## src/rtl/imem_boot_arbiter.sv

```systemverilog
// Instruction-memory boot arbiter.
// Sequences a single-port instruction RAM through three phases. In LOAD the
// boot loader streams words into the RAM. In HOLD the port is quiet while the
// CPU is still held in reset. In RUN the CPU owns the port for fetches.
// A reload request in RUN drops the CPU back into reset and reopens LOAD.
// RAM contents are never cleared here; only the control state is reset.
module imem_boot_arbiter #(
  parameter int ADDR_W      = 10,
  parameter int HOLD_CYCLES = 2
) (
  input  logic              clk,
  input  logic              rst_n,
  input  logic              ld_valid,
  output logic              ld_ready,
  input  logic [31:0]       ld_addr,
  input  logic [31:0]       ld_data,
  input  logic              ld_last,
  input  logic              reload,
  input  logic              if_req,
  input  logic [31:0]       if_addr,
  output logic              if_gnt,
  output logic [31:0]       if_rdata,
  output logic              if_rvalid,
  output logic              ram_en,
  output logic              ram_we,
  output logic [ADDR_W-1:0] ram_addr,
  output logic [31:0]       ram_wdata,
  input  logic [31:0]       ram_rdata,
  output logic              cpu_rst_n,
  output logic              boot_done,
  output logic              ld_err,
  output logic [ADDR_W:0]   load_count
);

  typedef enum logic [1:0] {
    ST_LOAD = 2'd0,
    ST_HOLD = 2'd1,
    ST_RUN  = 2'd2
  } state_e;

  // HOLD counter runs 0 .. HOLD_CYCLES-1; keep at least one bit so the
  // declaration stays legal when HOLD_CYCLES is 1.
  localparam int HC_W = (HOLD_CYCLES > 1) ? $clog2(HOLD_CYCLES) : 1;
  localparam logic [HC_W-1:0] HOLD_LAST = HC_W'(HOLD_CYCLES - 1);

  // load_count saturates at the number of RAM words.
  localparam logic [ADDR_W:0] CNT_MAX = {1'b1, {ADDR_W{1'b0}}};

  state_e            state_q, state_d;
  logic [HC_W-1:0]   hold_cnt_q, hold_cnt_d;
  logic [ADDR_W:0]   load_count_q, load_count_d;
  logic              ld_err_q, ld_err_d;
  logic              cpu_rst_n_q;
  logic              boot_done_q;
  logic              if_rvalid_q;
  logic              ld_hs;
  logic              ld_good;
  logic              fetch_gnt;

  // Fetch address bits that never reach the RAM: byte offset and the bits
  // above the RAM window are ignored by design.
  logic              unused_if_bits;
  assign unused_if_bits = ^{if_addr[31:ADDR_W+2], if_addr[1:0]};

  // A loader word is acceptable only when word-aligned and inside the RAM.
  assign ld_good = (ld_addr[1:0] == 2'b00) &&
                   ((ld_addr >> (ADDR_W + 2)) == 32'd0);

  assign ld_hs     = (state_q == ST_LOAD) && ld_valid;
  // Reload has priority over a same-cycle fetch so no read is ever issued in
  // the cycle that leaves RUN.
  assign fetch_gnt = (state_q == ST_RUN) && if_req && !reload;

  // Next-state logic and combinational RAM-port steering.
  always_comb begin
    state_d      = state_q;
    hold_cnt_d   = hold_cnt_q;
    load_count_d = load_count_q;
    ld_err_d     = ld_err_q;
    ld_ready     = 1'b0;
    if_gnt       = 1'b0;
    ram_en       = 1'b0;
    ram_we       = 1'b0;
    ram_addr     = '0;
    ram_wdata    = 32'd0;

    unique case (state_q)
      ST_LOAD: begin
        ld_ready = 1'b1;
        if (ld_hs) begin
          if (ld_good) begin
            ram_en    = 1'b1;
            ram_we    = 1'b1;
            ram_addr  = ld_addr[ADDR_W+1:2];
            ram_wdata = ld_data;
            if (load_count_q != CNT_MAX) begin
              load_count_d = load_count_q + 1'b1;
            end
          end else begin
            ld_err_d = 1'b1;
          end
          if (ld_last) begin
            state_d    = ST_HOLD;
            hold_cnt_d = '0;
          end
        end
      end

      ST_HOLD: begin
        if (hold_cnt_q == HOLD_LAST) begin
          state_d    = ST_RUN;
          hold_cnt_d = '0;
        end else begin
          hold_cnt_d = hold_cnt_q + 1'b1;
        end
      end

      ST_RUN: begin
        if (reload) begin
          state_d      = ST_LOAD;
          load_count_d = '0;
        end else if (fetch_gnt) begin
          if_gnt   = 1'b1;
          ram_en   = 1'b1;
          ram_addr = if_addr[ADDR_W+1:2];
        end
      end

      default: begin
        state_d    = ST_LOAD;
        hold_cnt_d = '0;
      end
    endcase
  end

  // Control state register; async reset abandons any phase and reopens LOAD.
  always_ff @(posedge clk or negedge rst_n) begin
    if (!rst_n) begin
      state_q      <= ST_LOAD;
      hold_cnt_q   <= '0;
      load_count_q <= '0;
      ld_err_q     <= 1'b0;
    end else begin
      state_q      <= state_d;
      hold_cnt_q   <= hold_cnt_d;
      load_count_q <= load_count_d;
      ld_err_q     <= ld_err_d;
    end
  end

  // CPU reset and boot flag track the RUN state, registered on the same edge
  // that enters or leaves RUN so they are glitch-free.
  always_ff @(posedge clk or negedge rst_n) begin
    if (!rst_n) begin
      cpu_rst_n_q <= 1'b0;
      boot_done_q <= 1'b0;
    end else begin
      cpu_rst_n_q <= (state_d == ST_RUN);
      boot_done_q <= (state_d == ST_RUN);
    end
  end

  // Read-data valid follows each grant by the RAM's one-cycle latency.
  always_ff @(posedge clk or negedge rst_n) begin
    if (!rst_n) begin
      if_rvalid_q <= 1'b0;
    end else begin
      if_rvalid_q <= fetch_gnt;
    end
  end

  assign if_rvalid  = if_rvalid_q;
  // Data is masked to zero outside valid cycles so stale RAM output never leaks.
  assign if_rdata   = if_rvalid_q ? ram_rdata : 32'd0;
  assign cpu_rst_n  = cpu_rst_n_q;
  assign boot_done  = boot_done_q;
  assign ld_err     = ld_err_q;
  assign load_count = load_count_q;

endmodule
```

## config.mk

```make
export PLATFORM = sky130hd
export DESIGN_NAME = imem_boot_arbiter
export DESIGN_NICKNAME = d
export VERILOG_FILES = /design/src/rtl/imem_boot_arbiter.sv
export SDC_FILE = /design/constraint.sdc
export NUM_CORES = 1
export LEC_CHECK = 0
export ABC_AREA = 0
export BUFFER_PORTS_ARGS = -buffer_cell sky130_fd_sc_hd__buf_2
export CAP_MARGIN = 20
export CORE_AREA = 2 2 88 90
export CTS_BUF_LIST = sky130_fd_sc_hd__clkbuf_4
export CTS_CLUSTER_DIAMETER = 60
export CTS_CLUSTER_SIZE = 40
export DETAILED_ROUTE_END_ITERATION = 10
export DIE_AREA = 0 0 90 92
export PLACE_DENSITY_LB_ADDON = 0.08
export SETUP_SLACK_MARGIN = 0.5
export SLEW_MARGIN = 0
export SYNTH_ARGS = -nofsm -noshare
export SYNTH_HDL_FRONTEND = slang
export SYNTH_SLANG_ARGS = --single-unit
```

## constraint.sdc

```tcl
create_clock -name clk -period 4.2 [get_ports clk]
set_input_delay 0.21 -clock clk [delete_from_list [all_inputs] [get_ports clk]]
set_output_delay 0.21 -clock clk [all_outputs]
set_load 0.05 [all_outputs]
```

# Yosys cells after proc, flatten, opt, wreduce, memory -nomap -nowiden
# Index checks and enable logic that the tools add are counted.
# W data, S select, Z words.
[op_classes] addsub=2 eq_ne=9 muxes=31 bitwise_logic=2 n_reduce_logical=12
[op_table] cell="$mux W32" n=4
[op_table] cell="$mux W11" n=4
[op_table] cell="$mux W10" n=4
[op_table] cell="$logic_not A32 Y1" n=1
[op_table] cell="$pmux W11 S2" n=1
[op_table] cell="$pmux W10 S2" n=1
[op_table] cell="$add A11 B1 Y11 const B" n=1
[op_table] cell="$ne A11 B11 Y1 const B" n=1
[op_table] cell="$mux W1" n=10
[op_table] cell="$mux W2" n=4
[op_table] cell="$ne A2 B2 Y1 const B" n=4
[op_table] cell="$pmux W2 S3" n=1
[op_table] cell="$reduce_and A3 Y1" n=2
[op_table] cell="$reduce_and A5 Y1" n=1
[op_table] cell="$eq A2 B2 Y1 const B" n=2
[op_table] cell="$logic_and A1 B1 Y1" n=4
[op_table] cell="$logic_not A2 Y1" n=2
[op_table] cell="$pmux W1 S3" n=1
[op_table] cell="$eq A2 B1 Y1 const B" n=1
[op_table] cell="$ne A2 B1 Y1 const B" n=1
[op_table] cell="$not A1 Y1" n=2
[op_table] cell="$pmux W1 S2" n=1
[op_table] cell="$reduce_bool A2 Y1" n=1
[op_table] cell="$add A1 B1 Y1 const B" n=1
[op_table] cell="$logic_not A1 Y1" n=1
[totals] regBits=17 wordCells=62

# Longest topological paths before layout
# Gate-level depths: netlist of the first run.
[logic_depth] word_depth=6 ltp_mapped=6 depth_no_buf=6

# Least setup slack after synthesis of the first run
# OpenSTA, ideal clock, no wires.
[synth_path] path_kind="register -> output" from="reg state_q[1]" to="out ram_wdata[24]" arrival_time_ps=2025 required_ps=3990 path_slack_ps=1965 path_stages_with_launch=6 path_cell_list="dfrtp_1 > nor3b_1 > nand3_1 > nor2_2 > buf_2 > and2_1"
[synth_via] elab_chain_len=4
[synth_rtl] element="from (decl)" line="49" source="state_e state_q, state_d;"
[synth_rtl] element="from (signal assigned)" line="144" source="state_q <= state_d;"
[synth_rtl] element="$logic_not A2 Y1 *" line="69, 87"
[synth_rtl] element="$logic_and A1 B1 Y1" line="69" source="assign ld_hs = (state_q == ST_LOAD) && ld_valid;"
[synth_rtl] element="$mux W32" line="90" source="if (ld_hs) begin"
[synth_rtl] element="$mux W32 *" line="87" source="unique case (state_q)"
[synth_rtl] element="to (decl)" line="27" source="output logic [31:0] ram_wdata,"
# Every way passes the cells marked *; elsewhere a longest branch is shown, timed or not.

# Worst setup path after layout of the first run
[layout_path] from="reg state_q[1]" to="out ram_wdata[27]"
# The elaborated chain is that of the path after synthesis.

==> results of run 1 <==
-- kinds of logic (layout without fill, tap and decap cells) --
kind of cell,after synthesis,count (layout)
and+or+nand+nor,118,118
buffers and inverters,21,219
adders and majority gates,2,2
AOI/OAI and AO/OA,41,41
DFF,17,17
-- cell type report --
cell class	instances	area (µm²)
clock buffers	4	30.0
flip-flops and latches	17	425
multi-input cells	161	1060
inverters	7	26.3
fillers	851	4730
well taps	102	128
repair buffers	208	1050
-- worst min path at each step --
stage / endpoint / slack (ns)
finish: state_q[1]$_DFF_PN0_ / 0.17
global route: state_q[1]$_DFF_PN0_ / 0.16
CTS: state_q[1]$_DFF_PN0_ / 0.16
detailed placement: ld_err$_DFFE_PN0P_ / 0.17
global placement: ld_err$_DFFE_PN0P_ / 0.18
floorplan: boot_done$_DFF_PN0_ / -0.09
-- state kept, by name, indices dropped and copies added (netlist names) --
register and count:
boot_done 1, hold_cnt_q 1, if_rvalid 1, ld_err 1
load_count 11, state_q 2
-- per-stage QoR --
step | total power (W) | instances | cell area (µm²) | setup slack, ns
finish | 0.000728 | 499 | 2720 | 1.32
global route | 0.000776 | 499 | 2720 | 1.06
CTS | 0.000739 | 499 | 2720 | 1.28
detailed placement | 0.000636 | 494 | 2680 | 1.63
global placement | 0.000634 | 494 | 2680 | 1.64
floorplan | 0.000513 | 199 | 1570 | 1.96
-- cells in the final DEF, fill, tap and decap left out, types with 2 or more instances in the layout --
cell type  count
o211ai_1       4
o41a_1         2
clkbuf_4       4
nor3b_1        3
buf_2        204
o31ai_1        6
a22o_1        10
nand3_1        5
a21oi_1        9
nor4_1         5
nor4b_1        2
nor2_1         8
or4_1          6
o22ai_1        3
nand2_1        7
dfrtp_1       17
or2_1          2
nor4_2         2
nand2b_1       4
nand4_1        4
and2_1        64
ha_1           2
inv_1          7
buf_4          3
-- layer usage --
metal  GRT usage  wire, µm  up-vias
met4      0.0308        34        0
met5           0         0        -
li1            -         -     1105
met1       0.172      2530      967
met2       0.255      3330       97
met3      0.0247       448        2
-- cell usage after synthesis (all sizes together) --
cell type	n	area share
nand3	5	0.016
o22ai	3	0.012
clkbuf	7	0.017
o31ai	6	0.029
dfrtp	17	0.27
nor4b	2	0.011
and4	1	0.0056
a21oi	9	0.029
o211ai	4	0.019
a22o	10	0.056
and2	64	0.25
o41ai	1	0.0056
nand2	7	0.017
and3	1	0.0040
nand2b	4	0.016
o21a	1	0.0048
o21ai	1	0.0032
or3	1	0.0040
nor4	7	0.036
buf	7	0.024
nor2	9	0.023
nor3b	3	0.014
ha	2	0.016
a2bb2oi	1	0.0056
o31a	1	0.0056
or4b	1	0.0064
o21bai	1	0.0048
or4	6	0.029
a31oi	1	0.0040
nand4	4	0.016
o41a	2	0.014
or2	3	0.012
inv	7	0.017
-- where the power goes --
group	switching, W	leakage, nW	internal (W)	total [W]
clock	0.0000535	0.0184	0.0000434	0.0000969
sequential	0.0000465	0.218	0.000190	0.000236
combinational	0.000266	1.36	0.000128	0.000394
total	0.000366	1.59	0.000362	0.000728
==> impl_metrics.ini, run 1 <==
[status]
status = finished, final reports clean

[critical_path]
worstPathBufferInverterCount = 2
path_delay_family = simple AND/OR/NAND/NOR gates
r2r_start = state_q[1]$_DFF_PN0_
max_stage_delay_ns = 0.51
cp.depth = 6
slowest_stage = nand3_1
start_kind = flip-flop
crit_path_start = state_q[1]$_DFF_PN0_
r2r_slack_ns = 1.97
crit_path_max_fanout = 46
cp.arrival_ns = 2.67
end_kind = output port
reg2regPathDepth = 4
path_cells = nor3b_1, nand3_1, nor2_2, buf_4, and2_1, buf_2
cp.required_ns = 3.99
worstSetupPathType = reg2out
setup.worst_path.end = ram_wdata[27]
r2r-end = load_count[10]$_DFFE_PN0P_

[floorplan]
io_pins = 227
die_area_mm2 = 0.00828
start_util = 0.211
chipHeight_um = 92
fp-row-count = 32
die_w_um = 90
core_mm2 = 0.00745

[grt]
grt_usage = 0.140
grt_overflow_total = 0
grt_pass1_wl_um = 9600
grt_pass1_vias = 1932
grt_start_max_net_pins = 47
grt_antenna_before_repair = 0

[clocking]
cts_hold_buf = 1
cts.clk_slew.worst_paths_ns = 0.10
htree_levels = 1
clock_sinks = 17
worstSkewPairLatency_ns = 0.29
post_cts_buffers = 0
cts_buffer_depth = 2
cts_resized = 0
cts_buffers = 3
cts_root_buf = clkbuf_4
cts_tree = yes

[cells_and_area]
final_nets = 534
syn2layout_area_growth_pct = 73.0
antennaDiodeCount = 0
layout-drive-gt1-share = 0.542
final_core_util = 0.365

[yosys]
synth-xor-area-share = 0
yosysSeqAreaShare = 0.271
synth_simple_gate_area_frac = 0.464
synth-compound-area-share = 0.192
synth_fa_ha_area_frac = 0.0159
syn_inst = 199
syn_area_per_cell_um2 = 7.90
synth_fp_nets = 335
synthMuxAreaShare = 0
ys_types = 37
synth_top_family_by_area = simple AND/OR/NAND/NOR gates
synth_warnings = 0
synth_seq_cells = 17
synth_area_mm2 = 0.00157

[timing]
max_slew_margin = 0.541
hold_viol_final = 0
finalSetupViolCount = 0
fin_tns_setup_ns = 0
fin_crit_sh = 0.686
skew_ns = 0.00515
clock.fmax_ghz = 0.347
fin_crit_ns = 2.88
drv_slew = 0
rsz0062_at_grt = false
tightestPinTransition_ns = 0.688
hold_ws_ns = 0.171

[drt]
drcViolationCount = 0
vias = 2171
drt_iter0_markers = 116
drt-total-wl_um = 6340
vias_per_cell = 4.35
ant_nets = 0
wl_per_cell_um = 12.7
first_pass_iters = 4

[placed_design]
io_buffers = 204
gp_congestion = 0.737
hpwl_um = 5160

[pwr]
p_per_area_mw_per_mm2 = 268
p_leak_nw = 1.59
vdd_drop_max_mv = 0.124

[flow_run]
maxCapViolations = 0

[hold_path]
hold_start = reload
hold_class = in2reg
whs_path_depth = 2
Note: power is estimated with default switching activity, not from simulation.
==> inputs of run 2 (changes only) <==
--- a/config.mk
+++ b/config.mk
@@ -5,15 +5,15 @@
 export SDC_FILE = /design/constraint.sdc
 export NUM_CORES = 1
 export LEC_CHECK = 0
-export ABC_AREA = 0
+export ABC_AREA = 1
 export BUFFER_PORTS_ARGS = -buffer_cell sky130_fd_sc_hd__buf_2
 export CAP_MARGIN = 20
-export CORE_AREA = 2 2 88 90
+export CORE_AREA = 2 2 89 91
 export CTS_BUF_LIST = sky130_fd_sc_hd__clkbuf_4
 export CTS_CLUSTER_DIAMETER = 60
 export CTS_CLUSTER_SIZE = 40
 export DETAILED_ROUTE_END_ITERATION = 10
-export DIE_AREA = 0 0 90 92
+export DIE_AREA = 0 0 91 93
 export PLACE_DENSITY_LB_ADDON = 0.08
 export SETUP_SLACK_MARGIN = 0.5
 export SLEW_MARGIN = 0
==> constraint.sdc (replaced) <==
create_clock -name clk -period 2.4 [get_ports clk]
set_input_delay 0.12 -clock clk [delete_from_list [all_inputs] [get_ports clk]]
set_output_delay 0.12 -clock clk [all_outputs]
set_load 0.05 [all_outputs]
==> run 2 against run 1 <==
  * Clock power grew 69%
  * Total power up 150%
  * Sequential cell count unchanged
  * Clock skew is 0.0024 ns lower
  * Final area rose by 18%
  * Core utilization up 6.0 points
  * Non-clock buffer count grew 5
  * Via count increased by 21%
  * Largest cell class is now non-clock buffers
  * Largest power group unchanged
  * Highest routed layer is now met5
==> impl_metrics.ini, run 2 <==
[drt]
vias = 2635
drt_iter0_markers = 58
drcViolationCount = 0
wl_per_cell_um = 12.2
drt-total-wl_um = 7970
first_pass_iters = 4
vias_per_cell = 4.04
ant_nets = 0

[critical_path]
reg2regPathDepth = 9
crit_path_max_fanout = 33
worstSetupPathType = reg2out
r2r_start = load_count[0]$_DFFE_PN0P_
r2r-end = load_count[6]$_DFFE_PN0P_
start_kind = flip-flop
cp.arrival_ns = 1.68
cp.required_ns = 2.28
r2r_slack_ns = 0.74
end_kind = output port

[yosys]
synth_seq_cells = 17
synth_fp_nets = 482
ys_top_cells_by_count = nand2_1 (113), inv_1 (78), nor2_1 (70)
yosysTopAreaCell = dfrtp_1
synth_top_area_share = 0.232
ys_types = 26
syn_area_per_cell_um2 = 5.30
synth_area_mm2 = 0.00183
synth-edff-count = 0
synth_most_common_cell = nand2_1
async_reset_ff_frac = 1.00
synth-main-ff-cell = dfrtp_1
synth_warnings = 0
syn_inst = 346
synth.area.top_cells = dfrtp_1 (23%), nand2_1 (23%), inv_1 (16%)
yosysSeqAreaShare = 0.232

[floorplan]
io_pins = 227
core_mm2 = 0.00753
die_w_um = 91
start_util = 0.244
fp-row-count = 32
die_area_mm2 = 0.00846
chipHeight_um = 93

[cells_and_area]
antennaDiodeCount = 0
layout_common_cells = buf_2 (162), nand2_1 (105), inv_1 (78), nor2_1 (69)
mostFrequentLayoutCell = buf_2
largest_reg_flops = 11
multi_input_area_mm2 = 0.00106
design_area_mm2 = 0.00320
seq_area_um2 = 427
nFillCells = 884
layout-drive-gt1-share = 0.448
layout.cells.non_filler = 653
final_nets = 688
syn2layout_area_growth_pct = 74.7

[timing]
drv_slew = 0
fin_tns_setup_ns = 0
rsz0062_at_grt = true
hold_viol_final = 0
tightestPinTransition_ns = 0.404
finalSetupViolCount = 0
hold_ws_ns = 0.0756
fin_crit_sh = 0.749
max_slew_margin = 0.731
fin_crit_ns = 1.80
skew_ns = 0.00275
clock.fmax_ghz = 0.556

[grt]
grt_start_max_net_pins = 34
grt_pass1_wl_um = 11600
grt_pass1_vias = 2310
grt_antenna_before_repair = 1
grt_overflow_total = 0
grt_usage = 0.170

[clocking]
cts_root_buf = clkbuf_4
cts_buffer_depth = 2
htree_levels = 1
cts_buffers = 3
clock_sinks = 17
worstSkewPairLatency_ns = 0.30
cts_tree = yes
cts.clk_slew.worst_paths_ns = 0.11

[pwr]
swShare = 0.569
pwr-share-clk = 0.092
switching_power_w = 0.00102
p_per_area_mw_per_mm2 = 559
p_comb_frac = 0.653
vdd_drop_max_mv = 0.392
finalPower_w = 0.00179
p_seq_frac = 0.255
internal_power_w = 0.000770
p_leak_nw = 2.26

[placed_design]
gp_congestion = 0.752
hpwl_um = 6460
placed_cells = 644
io_buffers = 204
place_area_mm2 = 0.00296

[hold_path]
hold_class = in2reg
whs_path_depth = 3
hold_start = ld_last
hold_path_end = state_q[0]$_DFF_PN0_

[status]
status = finished, final reports clean

[flow_run]
maxCapViolations = 0
==> run 2: cell types whose count changed in the layout (fill, tap and decap cells not counted), sizes merged, moves of 4 or more <==
cell,change
nand2,+121
o211ai,-4
nand3,+12
nand2b,-4
nor4,-7
clkbuf,+17
buf,-13
and2,-64
inv,+74
a22o,-10
or4,-6
a21oi,-8
nor2,+64
==> run 2: area by class of cell <==
cell class | count | area share
Inverter | 81 | 0.0973
Clock buffer | 3 | 0.00703
Timing Repair Buffer | 213 | 0.391
Tap cell | 102 | 0.0399
Sequential cell | 17 | 0.133
Multi-Input combinational cell | 236 | 0.330
Clock inverter | 1 | 0.00156
==> run 2: worst max-delay path by stage <==
stage                         startpoint            end  slack (ns)
floorplan           state_q[0]$_DFF_PN0_  ram_wdata[10]        0.33
global placement             ld_addr[29]   ram_wdata[7]        0.66
detailed placement            ld_addr[1]   ram_wdata[7]        0.64
CTS                 state_q[1]$_DFF_PN0_    ram_addr[8]        0.50
global route        state_q[0]$_DFF_PN0_   ram_wdata[7]        0.50
finish              state_q[0]$_DFF_PN0_  ram_wdata[24]        0.60
==> run 2: layer usage <==
layer,GRT usage,vias to the layer above,share of wire
li1,-,1400,-
met2,0.306,103,0.50
met4,0.0316,2,0.0095
met5,0,-,0.0015
met3,0.0371,9,0.068
met1,0.211,1121,0.42
==> run 2: critical path, cell delays in order (launching register included) <==
cell and delay, ns:
dfrtp_2 0.45, nor2_4 0.16, nand2_4 0.09, nor2_4 0.17, inv_6 0.12, nor2_1 0.13
clkbuf_4 0.24
==> run 2: cells by family after synthesis <==
kind of cell | count (synthesis) | share of synthesized area
and+or+nand+nor | 224 | 0.511
buffers and inverters | 93 | 0.207
DFF | 17 | 0.232
AOI/OAI and AO/OA | 9 | 0.0314
adders and majority gates | 2 | 0.0136
xor gates and xnor gates | 1 | 0.00478
==> run 2: power by group through the flow <==
stage	combinational (W)	sequential (W)	clock, W
after CTS	0.00115	0.000458	0.000175
after global routing	0.00127	0.000469	0.000194
after global placement	0.00108	0.000466	0
after detailed placement	0.00109	0.000469	0
final	0.00117	0.000456	0.000164
after floorplan	0.000674	0.000593	0
==> run 2: metrics by stage <==
stage | setup slack [ns] | utilization
after global placement | 0.663 | 0.393
after floorplan | 0.327 | -
after detailed placement | 0.641 | 0.393
after CTS | 0.501 | 0.407
after global routing | 0.496 | 0.425
final | 0.601 | 0.425
==> run 2: repair_timing <==
action                                  in CTS  in global routing
pin swaps                                    1                  0
hold endpoints to repair                    17                  0
endpoints found under the setup margin      44                 44
buffers inserted                             2                  2
hold buffers                                 1                  0
gates resized for setup                     20                 51
==> inputs of run 3 (changes only) <==
==> constraint.sdc (replaced) <==
create_clock -name clk -period 1.7 [get_ports clk]
set_input_delay 0.085 -clock clk [delete_from_list [all_inputs] [get_ports clk]]
set_output_delay 0.085 -clock clk [all_outputs]
set_load 0.05 [all_outputs]
==> run 3 against run 2 <==
  * The flow now finishes with violations (setup timing)
  * First-iteration DRC count grew 50%
  * Register-to-register slack lost 0.68 ns
  * Wire length up 38%
  * Critical path depth rose by 1
  * Die area did not move
  * Worst hold slack worse by 0.014 ns
  * Clock power up 48%
  * Critical endpoint is now ram_wdata[21]
  * Largest cell class unchanged
  * Largest power group unchanged
==> impl_metrics.ini, run 3 (synthesized netlist as in run 2, its figures left out) <==
[status]
status = finished with violations
failed_checks = setup timing

[timing]
skew_ns = 0.00177
fin_crit_sh = 1.05
fin_tns_setup_ns = -1.55
drv_slew = 0
fin_crit_ns = 1.79
hold_viol_final = 0
max_slew_margin = 0.723
tightestPinTransition_ns = 0.416
clock.fmax_ghz = 0.558
finalSetupViolCount = 42
rsz0062_at_grt = true
hold_ws_ns = 0.0612
setup_slack_ns = -0.0932

[clocking]
htree_levels = 1
clock_sinks = 17
cts_tree = yes
worstSkewPairLatency_ns = 0.29
cts_buffers = 3
cts_root_buf = clkbuf_4
cts.clk_slew.worst_paths_ns = 0.11
cts_buffer_depth = 2

[floorplan]
die_area_mm2 = 0.00846
chipHeight_um = 93
fp-row-count = 32
die_w_um = 91
core_mm2 = 0.00753
start_util = 0.244
io_pins = 227

[placed_design]
dpl_worst_slack_ns = 0.0901
io_buffers = 204
place_area_mm2 = 0.00345
hpwl_um = 6440
gp_congestion = 0.785

[grt]
grt_overflow_total = 0
grt_pass1_vias = 3013
grt_antenna_before_repair = 1
grt_start_max_net_pins = 18
grt_usage = 0.223
grt_pass1_wl_um = 15100

[drt]
vias_per_cell = 4.42
drcViolationCount = 0
first_pass_iters = 4
ant_nets = 0
drt_iter0_markers = 87
vias = 3000
wl_per_cell_um = 16.2
drt-total-wl_um = 11000

[cells_and_area]
layout-drive-gt1-share = 0.682
syn2layout_area_growth_pct = 168
mostFrequentLayoutCell = buf_2
nFillCells = 600
largest_reg_flops = 11
final_nets = 712
design_area_mm2 = 0.00491
layout_common_cells = buf_2 (118), nand2_1 (60), buf_8 (54), nand2_4 (49), inv_1 (46)

[pwr]
p_leak_nw = 2.56
p_per_area_mw_per_mm2 = 685
finalPower_w = 0.00337
vdd_drop_max_mv = 0.998

[critical_path]
cp.arrival_ns = 1.71
cp.required_ns = 1.62
start_kind = flip-flop
crit_path_max_fanout = 10
reg2regPathDepth = 12
worstSetupPathType = reg2out
end_kind = output port

[hold_path]
whs_path_depth = 3
hold_class = in2reg

[flow_run]
maxCapViolations = 0
run 3: changes by cell type in the layout (fill, tap and decap cells not counted), moves of 32 or more:
cell and change:
nor2_4 +33, nand2_1 -45, buf_8 +54, nor2_1 -34
inv_1 -32, nand2_4 +47, buf_2 -44
run 3: what timing repair did:
item,in CTS,in global routing
buffers inserted,12,3
endpoints found under the hold margin,17,0
pin swaps,3,5
gates resized for setup,307,32
setup endpoints to repair,92,95
hold buffers,1,0
gates cloned,4,3
run 3: area by class of cell:
class	instances	area [µm²]	area share
multi-input combinational	237	1730	0.352
tap	102	128	0.0260
inverter	81	427	0.0869
clock buffer	4	30.0	0.00611
sequential	17	438	0.0891
timing repair inverter	1	6.26	0.00127
timing repair buffer	235	2150	0.438
antenna	1	2.50	0.000509
run 3: metrics by stage:
| step | utilization | std cells |
|---|---|---|
| 2_1_floorplan | - | 346 |
| 3_3_place_gp | 0.459 | 650 |
| 3_5_place_dp | 0.459 | 650 |
| 4_1_cts | 0.624 | 671 |
| 5_1_grt | 0.653 | 678 |
| 6_report | 0.653 | 678 |
run 3: where the power goes:
part | internal, W | switching [W] | total [W] | leakage [nW]
Combinational | 0.000959 | 0.00151 | 0.00247 | 2.33
Clock | 0.000107 | 0.000136 | 0.000243 | 0.0184
Sequential | 0.000508 | 0.000150 | 0.000658 | 0.212
run 3: worst paths after layout:
kind	startpoint	endpoint	slack, ns
worst max-delay path	state_q[0]$_DFF_PN0_	ram_wdata[21]	-0.09
worst min-delay path	ld_last	state_q[0]$_DFF_PN0_	0.06
worst max register to register	state_q[0]$_DFF_PN0_	load_count[7]$_DFFE_PN0P_	0.06
worst min register to register	ld_err$_DFFE_PN0P_	ld_err$_DFFE_PN0P_	0.49
max in group asynchronous	rst_n	if_rvalid$_DFF_PN0_	1.14
min in group asynchronous	rst_n	load_count[10]$_DFFE_PN0P_	0.24
run 3: critical path, cell delays in order, from the launching register on:
cell and delay, ns:
dfrtp_2 0.46, nor2_4 0.15, nand2_4 0.07, nor2_4 0.15, inv_4 0.10, buf_12 0.17
nor2_4 0.14, buf_8 0.16
run 3: layer usage:
metal  vias to the layer above  GRT usage  part of all wire
met5                         -          0                 0
met4                         0     0.0808             0.044
met3                        34     0.0467             0.069
met2                       129      0.453              0.55
met1                      1385      0.219              0.34
li1                       1452          -                 -
